$ cat src/rtl/sdram_cmd_arbiter_if.sv
// Command-port bundle between the two requesters, the arbiter and the
// SDRAM control interface.
interface sdram_cmd_arbiter_if #(
  parameter int ASIZE = 23
);
  logic             p0_req;
  logic             p0_wr;
  logic [ASIZE-1:0] p0_addr;
  logic             p0_gnt;
  logic             p1_req;
  logic             p1_wr;
  logic [ASIZE-1:0] p1_addr;
  logic             p1_gnt;
  logic [1:0]       cmd;
  logic [ASIZE-1:0] cmd_addr;
  logic             cmdack;
  logic             ref_pending;

  modport master (
    output p0_req, p0_wr, p0_addr,
    output p1_req, p1_wr, p1_addr,
    output cmdack,
    input  p0_gnt, p1_gnt,
    input  cmd, cmd_addr, ref_pending
  );

  modport slave (
    input  p0_req, p0_wr, p0_addr,
    input  p1_req, p1_wr, p1_addr,
    input  cmdack,
    output p0_gnt, p1_gnt,
    output cmd, cmd_addr, ref_pending
  );
endinterface

$ cat src/rtl/sdram_cmd_arbiter.sv
// SDRAM command-port scheduler: periodic auto-refresh has priority,
// two user ports are served round-robin, commands held until cmdack.
module sdram_cmd_arbiter #(
  parameter int ASIZE      = 23,
  parameter int REF_PERIOD = 1560,
  parameter int MAX_DEBT   = 4
) (
  input logic               clk,
  input logic               reset,
  sdram_cmd_arbiter_if.slave bus
);

  localparam int TW = (REF_PERIOD > 2) ? $clog2(REF_PERIOD) : 1;
  localparam int DW = $clog2(MAX_DEBT + 1);

  localparam logic [TW-1:0] T_LOAD = TW'(REF_PERIOD - 1);
  localparam logic [DW-1:0] D_MAX  = DW'(MAX_DEBT);

  localparam logic [1:0] C_NOP = 2'b00;
  localparam logic [1:0] C_RD  = 2'b01;
  localparam logic [1:0] C_WR  = 2'b10;
  localparam logic [1:0] C_REF = 2'b11;

  typedef enum logic {
    IDLE,
    BUSY
  } state_t;

  state_t           state;
  logic [TW-1:0]    ref_timer;
  logic [DW-1:0]    ref_debt;
  logic             rr_last;
  logic             owner;
  logic             is_ref;
  logic [1:0]       cmd_q;
  logic [ASIZE-1:0] addr_q;
  logic             g0_q;
  logic             g1_q;

  logic tick;
  logic pend;
  logic debt_inc;
  logic debt_dec;
  logic pick0;
  logic pick1;
  logic acked;

  assign tick  = (ref_timer == '0);
  assign pend  = (ref_debt != '0);
  assign acked = (state == BUSY) && bus.cmdack;

  // Saturated debt drops new ticks; a tick paired with an ack nets out.
  assign debt_inc = tick && (ref_debt != D_MAX);
  assign debt_dec = acked && is_ref;

  // rr_last==1 means p1 was served last, so p0 wins a tie.
  assign pick0 = !pend && bus.p0_req &&
                 (!bus.p1_req || rr_last);
  assign pick1 = !pend && bus.p1_req &&
                 (!bus.p0_req || !rr_last);

  always_ff @(posedge clk or posedge reset) begin
    if (reset) begin
      ref_timer <= T_LOAD;
      ref_debt  <= '0;
    end else begin
      ref_timer <= tick ? T_LOAD : ref_timer - TW'(1);
      if (debt_inc && !debt_dec)
        ref_debt <= ref_debt + DW'(1);
      else if (debt_dec && !debt_inc)
        ref_debt <= ref_debt - DW'(1);
    end
  end

  always_ff @(posedge clk or posedge reset) begin
    if (reset) begin
      state   <= IDLE;
      cmd_q   <= C_NOP;
      addr_q  <= '0;
      g0_q    <= 1'b0;
      g1_q    <= 1'b0;
      rr_last <= 1'b1;
      owner   <= 1'b0;
      is_ref  <= 1'b0;
    end else begin
      g0_q <= 1'b0;
      g1_q <= 1'b0;
      unique case (state)
        IDLE: begin
          unique case (1'b1)
            pend: begin
              cmd_q  <= C_REF;
              addr_q <= '0;
              is_ref <= 1'b1;
              state  <= BUSY;
            end
            pick0: begin
              cmd_q  <= bus.p0_wr ? C_WR : C_RD;
              addr_q <= bus.p0_addr;
              owner  <= 1'b0;
              is_ref <= 1'b0;
              state  <= BUSY;
            end
            pick1: begin
              cmd_q  <= bus.p1_wr ? C_WR : C_RD;
              addr_q <= bus.p1_addr;
              owner  <= 1'b1;
              is_ref <= 1'b0;
              state  <= BUSY;
            end
            default: begin
              cmd_q  <= C_NOP;
              addr_q <= '0;
            end
          endcase
        end
        BUSY: begin
          if (bus.cmdack) begin
            cmd_q  <= C_NOP;
            addr_q <= '0;
            state  <= IDLE;
            if (!is_ref) begin
              g0_q    <= !owner;
              g1_q    <= owner;
              rr_last <= owner;
            end
          end
        end
      endcase
    end
  end

  assign bus.cmd         = cmd_q;
  assign bus.cmd_addr    = addr_q;
  assign bus.p0_gnt      = g0_q;
  assign bus.p1_gnt      = g1_q;
  assign bus.ref_pending = pend;

endmodule
$ cat src/flat_wrapper.sv
// flat-port wrapper written by rule: the top's interface ports become plain ports
module sdram_cmd_arbiter_flat 
#(
  parameter int ASIZE      = 23,
  parameter int REF_PERIOD = 1560,
  parameter int MAX_DEBT   = 4
)
  (clk, reset, bus_p0_req, bus_p0_wr, bus_p0_addr, bus_p1_req, bus_p1_wr, bus_p1_addr, bus_cmdack, bus_p0_gnt, bus_p1_gnt, bus_cmd, bus_cmd_addr, bus_ref_pending);
  sdram_cmd_arbiter_if #(.ASIZE(ASIZE)) bus_i ();
  input logic clk;
  input logic reset;
  input wire logic [$bits(bus_i.p0_req)-1:0] bus_p0_req;
  input wire logic [$bits(bus_i.p0_wr)-1:0] bus_p0_wr;
  input wire logic [$bits(bus_i.p0_addr)-1:0] bus_p0_addr;
  input wire logic [$bits(bus_i.p1_req)-1:0] bus_p1_req;
  input wire logic [$bits(bus_i.p1_wr)-1:0] bus_p1_wr;
  input wire logic [$bits(bus_i.p1_addr)-1:0] bus_p1_addr;
  input wire logic [$bits(bus_i.cmdack)-1:0] bus_cmdack;
  output wire logic [$bits(bus_i.p0_gnt)-1:0] bus_p0_gnt;
  output wire logic [$bits(bus_i.p1_gnt)-1:0] bus_p1_gnt;
  output wire logic [$bits(bus_i.cmd)-1:0] bus_cmd;
  output wire logic [$bits(bus_i.cmd_addr)-1:0] bus_cmd_addr;
  output wire logic [$bits(bus_i.ref_pending)-1:0] bus_ref_pending;
  assign bus_i.p0_req = bus_p0_req;
  assign bus_i.p0_wr = bus_p0_wr;
  assign bus_i.p0_addr = bus_p0_addr;
  assign bus_i.p1_req = bus_p1_req;
  assign bus_i.p1_wr = bus_p1_wr;
  assign bus_i.p1_addr = bus_p1_addr;
  assign bus_i.cmdack = bus_cmdack;
  assign bus_p0_gnt = bus_i.p0_gnt;
  assign bus_p1_gnt = bus_i.p1_gnt;
  assign bus_cmd = bus_i.cmd;
  assign bus_cmd_addr = bus_i.cmd_addr;
  assign bus_ref_pending = bus_i.ref_pending;
  sdram_cmd_arbiter #(.ASIZE(ASIZE), .REF_PERIOD(REF_PERIOD), .MAX_DEBT(MAX_DEBT)) u_core (.clk(clk), .reset(reset), .bus(bus_i));
endmodule
$ cat config.mk
export PLATFORM = sky130hd
export DESIGN_NAME = sdram_cmd_arbiter_flat
export DESIGN_NICKNAME = d
export VERILOG_FILES = /design/src/rtl/sdram_cmd_arbiter_if.sv /design/src/rtl/sdram_cmd_arbiter.sv /design/src/flat_wrapper.sv
export SDC_FILE = /design/constraint.sdc
export NUM_CORES = 1
export LEC_CHECK = 0
export CAP_MARGIN = 40
export CORE_ASPECT_RATIO = 2
export CORE_UTILIZATION = 25
export CTS_CLUSTER_SIZE = 25
export DETAILED_ROUTE_END_ITERATION = 10
export HOLD_SLACK_MARGIN = 0.05
export PLACE_DENSITY = 0.51
export SETUP_SLACK_MARGIN = 0.1
export SLEW_MARGIN = 40
export SYNTH_ARGS = -nofsm -noshare
export SYNTH_HDL_FRONTEND = slang
export SYNTH_SLANG_ARGS = --single-unit
$ cat constraint.sdc
create_clock -name clk -period 3.9 [get_ports clk]
set_input_delay 0.39 -clock clk [delete_from_list [all_inputs] [get_ports clk]]
set_output_delay 0.39 -clock clk [all_outputs]
set_load 0.005 [all_outputs]
; ---- Yosys cells after proc, flatten, opt, wreduce, memory -nomap -nowiden
; Index checks and enable logic that the tools add are counted.
[totals]
register_bits = 45
inputBits = 53
out_inout_bits = 28
elab_cells = 67
[op_classes]
n_addsub = 3
n_eq_ne = 2
n_mux = 22
bitwise = 2
reduce_logical = 28
[op_table]
columns = op, count
row1 = one-hot mux 23 bit (2 select lines), 2
row2 = two-way mux 23 bit, 1
row3 = zero test 11 bit, 1
row4 = two-way mux 11 bit, 1
row5 = "subtractor 11 x 1 -> 11 bit, second input constant", 1
row6 = logical AND 1 bit, 9
row7 = two-way mux 1 bit, 8
row8 = zero test 1 bit, 7
row9 = two-way mux 2 bit, 3
row10 = two-way mux 3 bit, 2
row11 = one-hot mux 1 bit (2 select lines), 3
row12 = one-hot mux 2 bit (3 select lines), 1
row13 = nonzero test 2 bit, 3
row14 = one-hot mux 2 bit (2 select lines), 1
row15 = AND reduction 2 bit, 2
row16 = "adder 3 x 1 -> 3 bit, second input constant", 1
row17 = "!= test 3 bit, second input constant", 1
row18 = AND reduction 3 bit, 1
row19 = nonzero test 3 bit, 1
row20 = OR reduction 3 bit, 1
row21 = "subtractor 3 x 1 -> 3 bit, second input constant", 1
row22 = logical OR 1 bit, 2
row23 = "!= test 2 bit, second input constant", 1
row24 = inverter 1 bit, 2
row25 = OR reduction 2 bit, 1

; ---- Longest topological paths before layout
; Gate-level depths: netlist (run 1).
[logic_depth]
ltp_word = 7
ltp_mapped = 12
ltp_nobuf = 11

; ---- Worst setup path after synthesis (run 1)
; Ideal clock, no wire load.
[synth_timing]
path_kind = reg-to-reg
startpoint = register u_core.ref_timer[0]
endpoint = register u_core.ref_debt[2]
arrival_ns = 2.466
required_ns = 3.821
setup_slack_ns = 1.354
stages_incl_launch_ff = 13
synth_period_minus_slack_ns = 2.546
cell_sequence = dfstp_2 > inv_1 > ha_1 > or4b_1 > clkbuf_4 > nand3b_1 > a21oi_1 > ha_1 > inv_1 > fa_1 > xor2_1 > nor2_1 > xor2_1
[synth_via]
elab_chain_len = 5
elab_cells_between_ends = 7
cone_classes = mux (1) / reduce/logical (6)
[synth_lines]
columns = element, line_no
row1 = from (decl), sdram_cmd_arbiter.sv:30  ; logic [TW-1:0] ref_timer;
row2 = from (signal assigned), sdram_cmd_arbiter.sv:67  ; ref_timer <= tick ? T_LOAD : ref_timer - TW'(1);
row3 = zero test 11 bit (*), sdram_cmd_arbiter.sv:48  ; assign tick = (ref_timer == '0);
row4 = logical AND 1 bit (*), sdram_cmd_arbiter.sv:53  ; assign debt_inc = tick && (ref_debt != D_MAX);
row5 = zero test 1 bit, sdram_cmd_arbiter.sv:70  ; else if (debt_dec && !debt_inc)
row6 = logical AND 1 bit, sdram_cmd_arbiter.sv:70
row7 = nonzero test 2 bit (no line), --
row8 = to (signal assigned), sdram_cmd_arbiter.sv:69  ; ref_debt <= ref_debt + DW'(1);
row9 = to (signal assigned), sdram_cmd_arbiter.sv:71  ; ref_debt <= ref_debt - DW'(1);
row10 = to (decl), sdram_cmd_arbiter.sv:31  ; logic [DW-1:0] ref_debt;
; Every way passes the cells marked *; elsewhere a longest branch is shown, timed or not.
; A chain may end at the register's enable or synchronous reset.

; ---- Final worst setup path (run 1)
; Same ends and word-level chain as after synthesis.

==> impl_metrics.ini, run 1 <==
[status]
status = finished clean

[timing]
worst_slack_ps = 1110
period_minus_slack_ps = 2790
worst_pin_slew_ps = 636
finalCritPeriodShare_pct = 71.5
fin_skew_ps = 2.61
tns_ps = 0
max_slew_margin_pct = 57.5
finalMaxSlewViolations = 0
final-setup-viol-count = 0
holdWs_ps = 466
fmax_ghz = 0.359
hold_viol_final = 0
rsz0062_at_grt = no

[finish]
nNetsFinal = 335
layout-drive-gt1-share_pct = 8.93
fillers = 850
final_area_um2 = 3140
diodes = 0
area_growth_pct = 48.7
ff_latch_area_um2 = 1130
multiInputGateArea_um2 = 892

[route]
via_per_inst = 5.01
drc = 0
dr_total_vias = 1894
ant_nets = 0
wl_um = 6010
first_pass_iters = 4
dr.first_iter.drc_count = 92
avgRoutedWirePerCell_um = 15.9

[power]
cellPowerDensity_nw_per_um2 = 429
p_leak_nw = 1.21
ir_drop_v = 0.000262

[grt]
antenna_found_initial = 0
grt_use_total_pct = 15.1
grt_pass1_vias = 1967
overflow = 0
grt_pass1_wl_um = 9920
grt_max_degree = 46

[min_path]
worstHoldStart = u_core.owner$_DFFE_PP0P_
hold_path_class = register to register

[die]
pin_count = 81
rows = 47
core_area_um2 = 8230
die_h_um = 132
die-area_um2 = 8850
start_util_pct = 25.7
die_w_um = 67.0

[synth]
synth_flop_cell = dfrtp_1
yosysSeqAreaShare_pct = 53.7
syn-cell-area_um2 = 2110
synth_edf_count = 0
ys_ff_latch = 45
async_flop_share_pct = 100
synth_cells = 207
synthTopCellsByCount = 38 x dfrtp_1, 30 x o21ai_0, 27 x nand2_1
yosys.area.top_type_share_pct = 45.0
synthDistinctLibCells = 36
syn_area_per_cell_um2 = 10.2
yosysMostFrequentCell = dfrtp_1
synth_nets = 263
synth_top_area_cell = dfrtp_1
yosys_warnings = 0
synth.area.top_cells = dfrtp_1 45%, a32oi_1 10%, dfstp_2 8.7%

[clocking]
cts.sink_count = 45
cts_buffer_depth = 2
clkLatencyLatePin_ps = 280
cts_tree = done
cts_setup_buffers = 0
cts_hold_buf = 0
clk_pin_slew_ps = 60
cts.root.buffer_cell = clkbuf_16
htree_levels = 2
cts_buffers = 5
cts-resized-gates = 0

[placed_design]
gp_congestion = 0.760
dp_slack_ps = 1120
placed_area_um2 = 3000
io_buffers = 80
dp_hpwl_um = 4140

[critical_path]
crit_arrival_ps = 2990
path_class = register to register
crit_fanout = 8
rr_startpoint = u_core.ref_timer[0]$_DFF_PP1_
crit_required_ps = 4110
r2r_slack_ps = 1110
start_kind = register
worst_setup_path_end_kind = register
cp-startpoint = u_core.ref_timer[0]$_DFF_PP1_

[run]
maxCapViolCount = 0
## report_power, final
part	total, mW	switching (mW)	internal, mW	leakage [nW]
sequential	0.586	0.0539	0.532	0.558
combinational	0.338	0.158	0.180	0.584
clock	0.424	0.168	0.256	0.0712
total	1.35	0.380	0.967	1.21
## critical path, cell delays in order (launching register included)
cell and delay, ps:
dfstp_2 380, inv_1 50, ha_1 190, or4b_1 600, nand3b_1 270, a21oi_1 160
ha_1 200, inv_1 60, fa_1 380, xor2_1 150, nor2_1 110, xor2_1 150
## cells in the final DEF, fill, tap and decap left out, types with 2 or more instances in the layout
master           netlist  final
nor4_1                 2      2
nor3_1                 4      4
clkbuf_1              13      2
a32oi_1               25     25
nand2_1               27     27
a211o_1                2      2
mux2_2                 2      2
nand3b_1               2      2
o21ai_0               30     30
inv_1                  8      7
dfstp_2                7      7
clkdlybuf4s50_1        0     80
buf_4                  1      2
xor2_1                 4      4
nand2b_1               4      3
o31ai_1                4      4
nor2_1                 6      6
clkbuf_16              0      5
a21oi_1                5      5
or4_1                  3      2
or4b_1                 2      2
dfrtp_1               38     38
ha_1                   2      2
## path summary, 6_finish.rpt
| kind | to | depth (start not counted) |
|---|---|---|
| worst min-delay path | u_core.bus.p0_gnt$_DFF_PP0_ | 1 |
| min in group asynchronous | u_core.bus.cmd[1]$_DFFE_PP0P_ | 2 |
| max in group asynchronous | u_core.ref_timer[0]$_DFF_PP1_ | 2 |
| worst max register to register | u_core.ref_debt[2]$_DFFE_PP0P_ | 11 |
| worst min register to register | u_core.bus.p0_gnt$_DFF_PP0_ | 1 |
| worst max-delay path | u_core.ref_debt[2]$_DFFE_PP0P_ | 11 |
## logic make-up (layout without fill, tap and decap cells)
logic type | count (synthesis) | count (layout) | synth area share [%]
compound gates | 71 | 71 | 22.8
flops | 45 | 45 | 53.7
simple gates | 56 | 56 | 13.4
mux | 2 | 2 | 1.07
fa+ha+maj | 3 | 3 | 2.13
xor+xnor | 5 | 5 | 2.07
buf+inv | 25 | 98 | 4.85
## state kept, by name (all words and copies together) (netlist names)
| name | count |
|---|---|
| u_core.rr_last | 1 |
| u_core.ref_timer | 11 |
| u_core.ref_debt | 3 |
| u_core.bus.cmd_addr | 23 |
| u_core.is_ref | 1 |
| u_core.state | 1 |
| u_core.owner | 1 |
| u_core.bus.p0_gnt | 1 |
| u_core.bus.cmd | 2 |
| u_core.bus.p1_gnt | 1 |
## area by class of cell
type	instances	area share (%)
clock buffer	8	4.66
inverter	8	1.03
multi-input combinational	137	28.4
sequential	45	36.1
tap	98	3.90
timing repair buffer	82	25.9
## metrics by stage
step | power (mW) | cells | util [%]
2_1_floorplan | 0.746 | 207 | -
3_3_place_gp | 0.927 | 370 | 36.3
3_5_place_dp | 0.939 | 370 | 36.4
4_1_cts | 1.37 | 378 | 38.2
5_1_grt | 1.44 | 378 | 38.2
6_report | 1.35 | 378 | 38.2
## layer usage
layer  part of all wire, %  vias up  track usage, %
met5                     0        -               0
met4                   1.8        0            6.15
met3                   4.5        6            3.29
met2                    56       59            27.2
met1                    37      923            16.1
li1                      -      906               -
Note: power is estimated with default switching activity, not from simulation.
==> run 2, diff against run 1 <==
--- a/config.mk
+++ b/config.mk
@@ -11,7 +11,7 @@
 export CTS_CLUSTER_SIZE = 25
 export DETAILED_ROUTE_END_ITERATION = 10
 export HOLD_SLACK_MARGIN = 0.05
-export PLACE_DENSITY = 0.51
+export PLACE_DENSITY = 0.52
 export SETUP_SLACK_MARGIN = 0.1
 export SLEW_MARGIN = 40
 export SYNTH_ARGS = -nofsm -noshare
==> constraint.sdc (replaced) <==
create_clock -name clk -period 2.5 [get_ports clk]
set_input_delay 0.25 -clock clk [delete_from_list [all_inputs] [get_ports clk]]
set_output_delay 0.25 -clock clk [all_outputs]
set_load 0.005 [all_outputs]
==> run 2 against run 1 <==
Against the previous run:
- worst hold slack worse by 210 ps
- routed wire length down 0.78%
- via count up 2.4%
- first-iteration DRC count down 42%
- critical path type unchanged
- largest cell class unchanged
- largest power group unchanged
==> impl_metrics.ini, run 2 (synthesis gave the netlist of run 1 again) <==
[finish]
area_growth_pct = 56.6
layout-drive-gt1-share_pct = 16.6
largest_register_ffs = 23
diodes = 0
nNetsFinal = 351
mostFrequentLayoutCells = 80 x clkdlybuf4s50_1, 38 x dfrtp_1, 30 x o21ai_0
final_area_um2 = 3310
layout_commonest_cell = clkdlybuf4s50_1

[run]
maxCapViolCount = 0

[timing]
finalMaxSlewViolations = 0
finalCritPeriodShare_pct = 97.4
period_minus_slack_ps = 2440
max_slew_margin_pct = 63.5
fmax_ghz = 0.411
rsz0062_at_grt = yes
hold_viol_final = 0
final-setup-viol-count = 0
worst_pin_slew_ps = 543
fin_skew_ps = 3.98

[clocking]
clk_pin_slew_ps = 60
cts.sink_count = 45
cts_hold_buf = 0
cts_buffers = 5
htree_levels = 2
clkLatencyLatePin_ps = 290
cts_tree = done
cts_buffer_depth = 2
cts.root.buffer_cell = clkbuf_16

[critical_path]
start_kind = register
crit_fanout = 2
crit_required_ps = 2710
r2r_slack_ps = 60
crit_arrival_ps = 2640
crit_path_top_delay_cell = or4b_4
max_stage_delay_ps = 450
path_cells = inv_2, ha_4, or4b_4, nand3b_1, a21oi_2, ha_2, inv_2, fa_2, xor2_1, nor2_1, xor2_1
worst_setup_path_end_kind = register
path_class = register to register

[power]
ir_drop_v = 0.000428
power_mw = 2.25
cellPowerDensity_nw_per_um2 = 680
p_leak_nw = 1.29

[route]
wl_um = 5970
avgRoutedWirePerCell_um = 15.1
via_per_inst = 4.92
ant_nets = 0
drc = 0
dr_total_vias = 1939
first_pass_iters = 6
dr.first_iter.drc_count = 53

[die]
core_area_um2 = 8230
pin_count = 81
die_w_um = 67.0
die-area_um2 = 8850
die_h_um = 132
rows = 47
start_util_pct = 25.7

[grt]
antenna_found_initial = 0
grt_use_total_pct = 15.0
grt_pass1_wl_um = 9890
overflow = 0
grt_max_degree = 25
grt_pass1_vias = 1945

[min_path]
hold_path_class = input port to asynchronous set/reset pin

[placed_design]
io_buffers = 80
placed_area_um2 = 3080
dp_hpwl_um = 4510
gp_congestion = 0.745

[status]
status = finished clean
[run 2: cell count changes in the layout (fill, tap and decap cells not counted), moves of 2 or more]
cell	before	now
ha_1	2	0
buf_4	2	18
clkbuf_1	2	0
inv_2	0	4
inv_1	7	4
[run 2: per-stage QoR]
step	hold slack, ps	cells	setup TNS (ps)	setup WS (ps)	utilization, %
detailed placement	457	379	0	16.8	37.4
global placement	457	379	0	88.4	37.4
global route	282	394	-11.0	-11.0	40.2
finish	253	394	0	64.6	40.2
floorplan	416	207	0	20.9	-
CTS	268	392	0	96.3	40.0
[run 2: repair_timing]
action | CTS | global route
buffers inserted | 5 | 2
gates resized for setup | 1 | 1
pin swaps | 3 | 1
setup endpoints to repair | 2 | 2
[run 2: critical path: cells and delay by family (launching register included)]
family	cells	cell delay (ps)
compound gates	1	140
xor+xnor	2	320
fa+ha+maj	3	660
buf+inv	2	100
flops	1	370
simple gates	3	770
[run 2: metal layers]
layer / GRT usage [%] / share of wire, % / vias to the layer above
met1: 16.6 / 38 / 925
met5: 0 / 0 / -
met4: 6.62 / 2.3 / 0
met3: 3.55 / 5.4 / 8
li1: - / - / 946
met2: 26.0 / 54 / 60
[run 2: final timing paths]
kind                                          startpoint                              to  cells past startpoint
max reg2reg                u_core.ref_timer[0]$_DFF_PP1_  u_core.ref_debt[2]$_DFFE_PP0P_                     11
min in group clk                u_core.owner$_DFFE_PP0P_     u_core.bus.p0_gnt$_DFF_PP0_                      1
max                        u_core.ref_timer[0]$_DFF_PP1_  u_core.ref_debt[2]$_DFFE_PP0P_                     11
min                                                reset   u_core.ref_timer[5]$_DFF_PP0_                      2
max in group asynchronous                          reset      u_core.rr_last$_DFFE_PP1P_                      3
min reg2reg                     u_core.owner$_DFFE_PP0P_     u_core.bus.p0_gnt$_DFF_PP0_                      1
[run 2: where the power goes]
group / total, mW / switching [mW] / internal, mW / leakage (nW)
sequential: 0.918 / 0.0887 / 0.829 / 0.558
clock: 0.776 / 0.277 / 0.499 / 0.0831
combinational: 0.558 / 0.248 / 0.310 / 0.648
total: 2.25 / 0.614 / 1.64 / 1.29
[run 2: layout make-up]
class / count / area [um2]
clock inverter: 2 / 37.5
fill: 844 / 4920
timing repair buffer: 98 / 936
clock buffer: 6 / 139
inverter: 8 / 30.0
tap: 98 / 123
multi-input combinational: 137 / 912
sequential: 45 / 1130
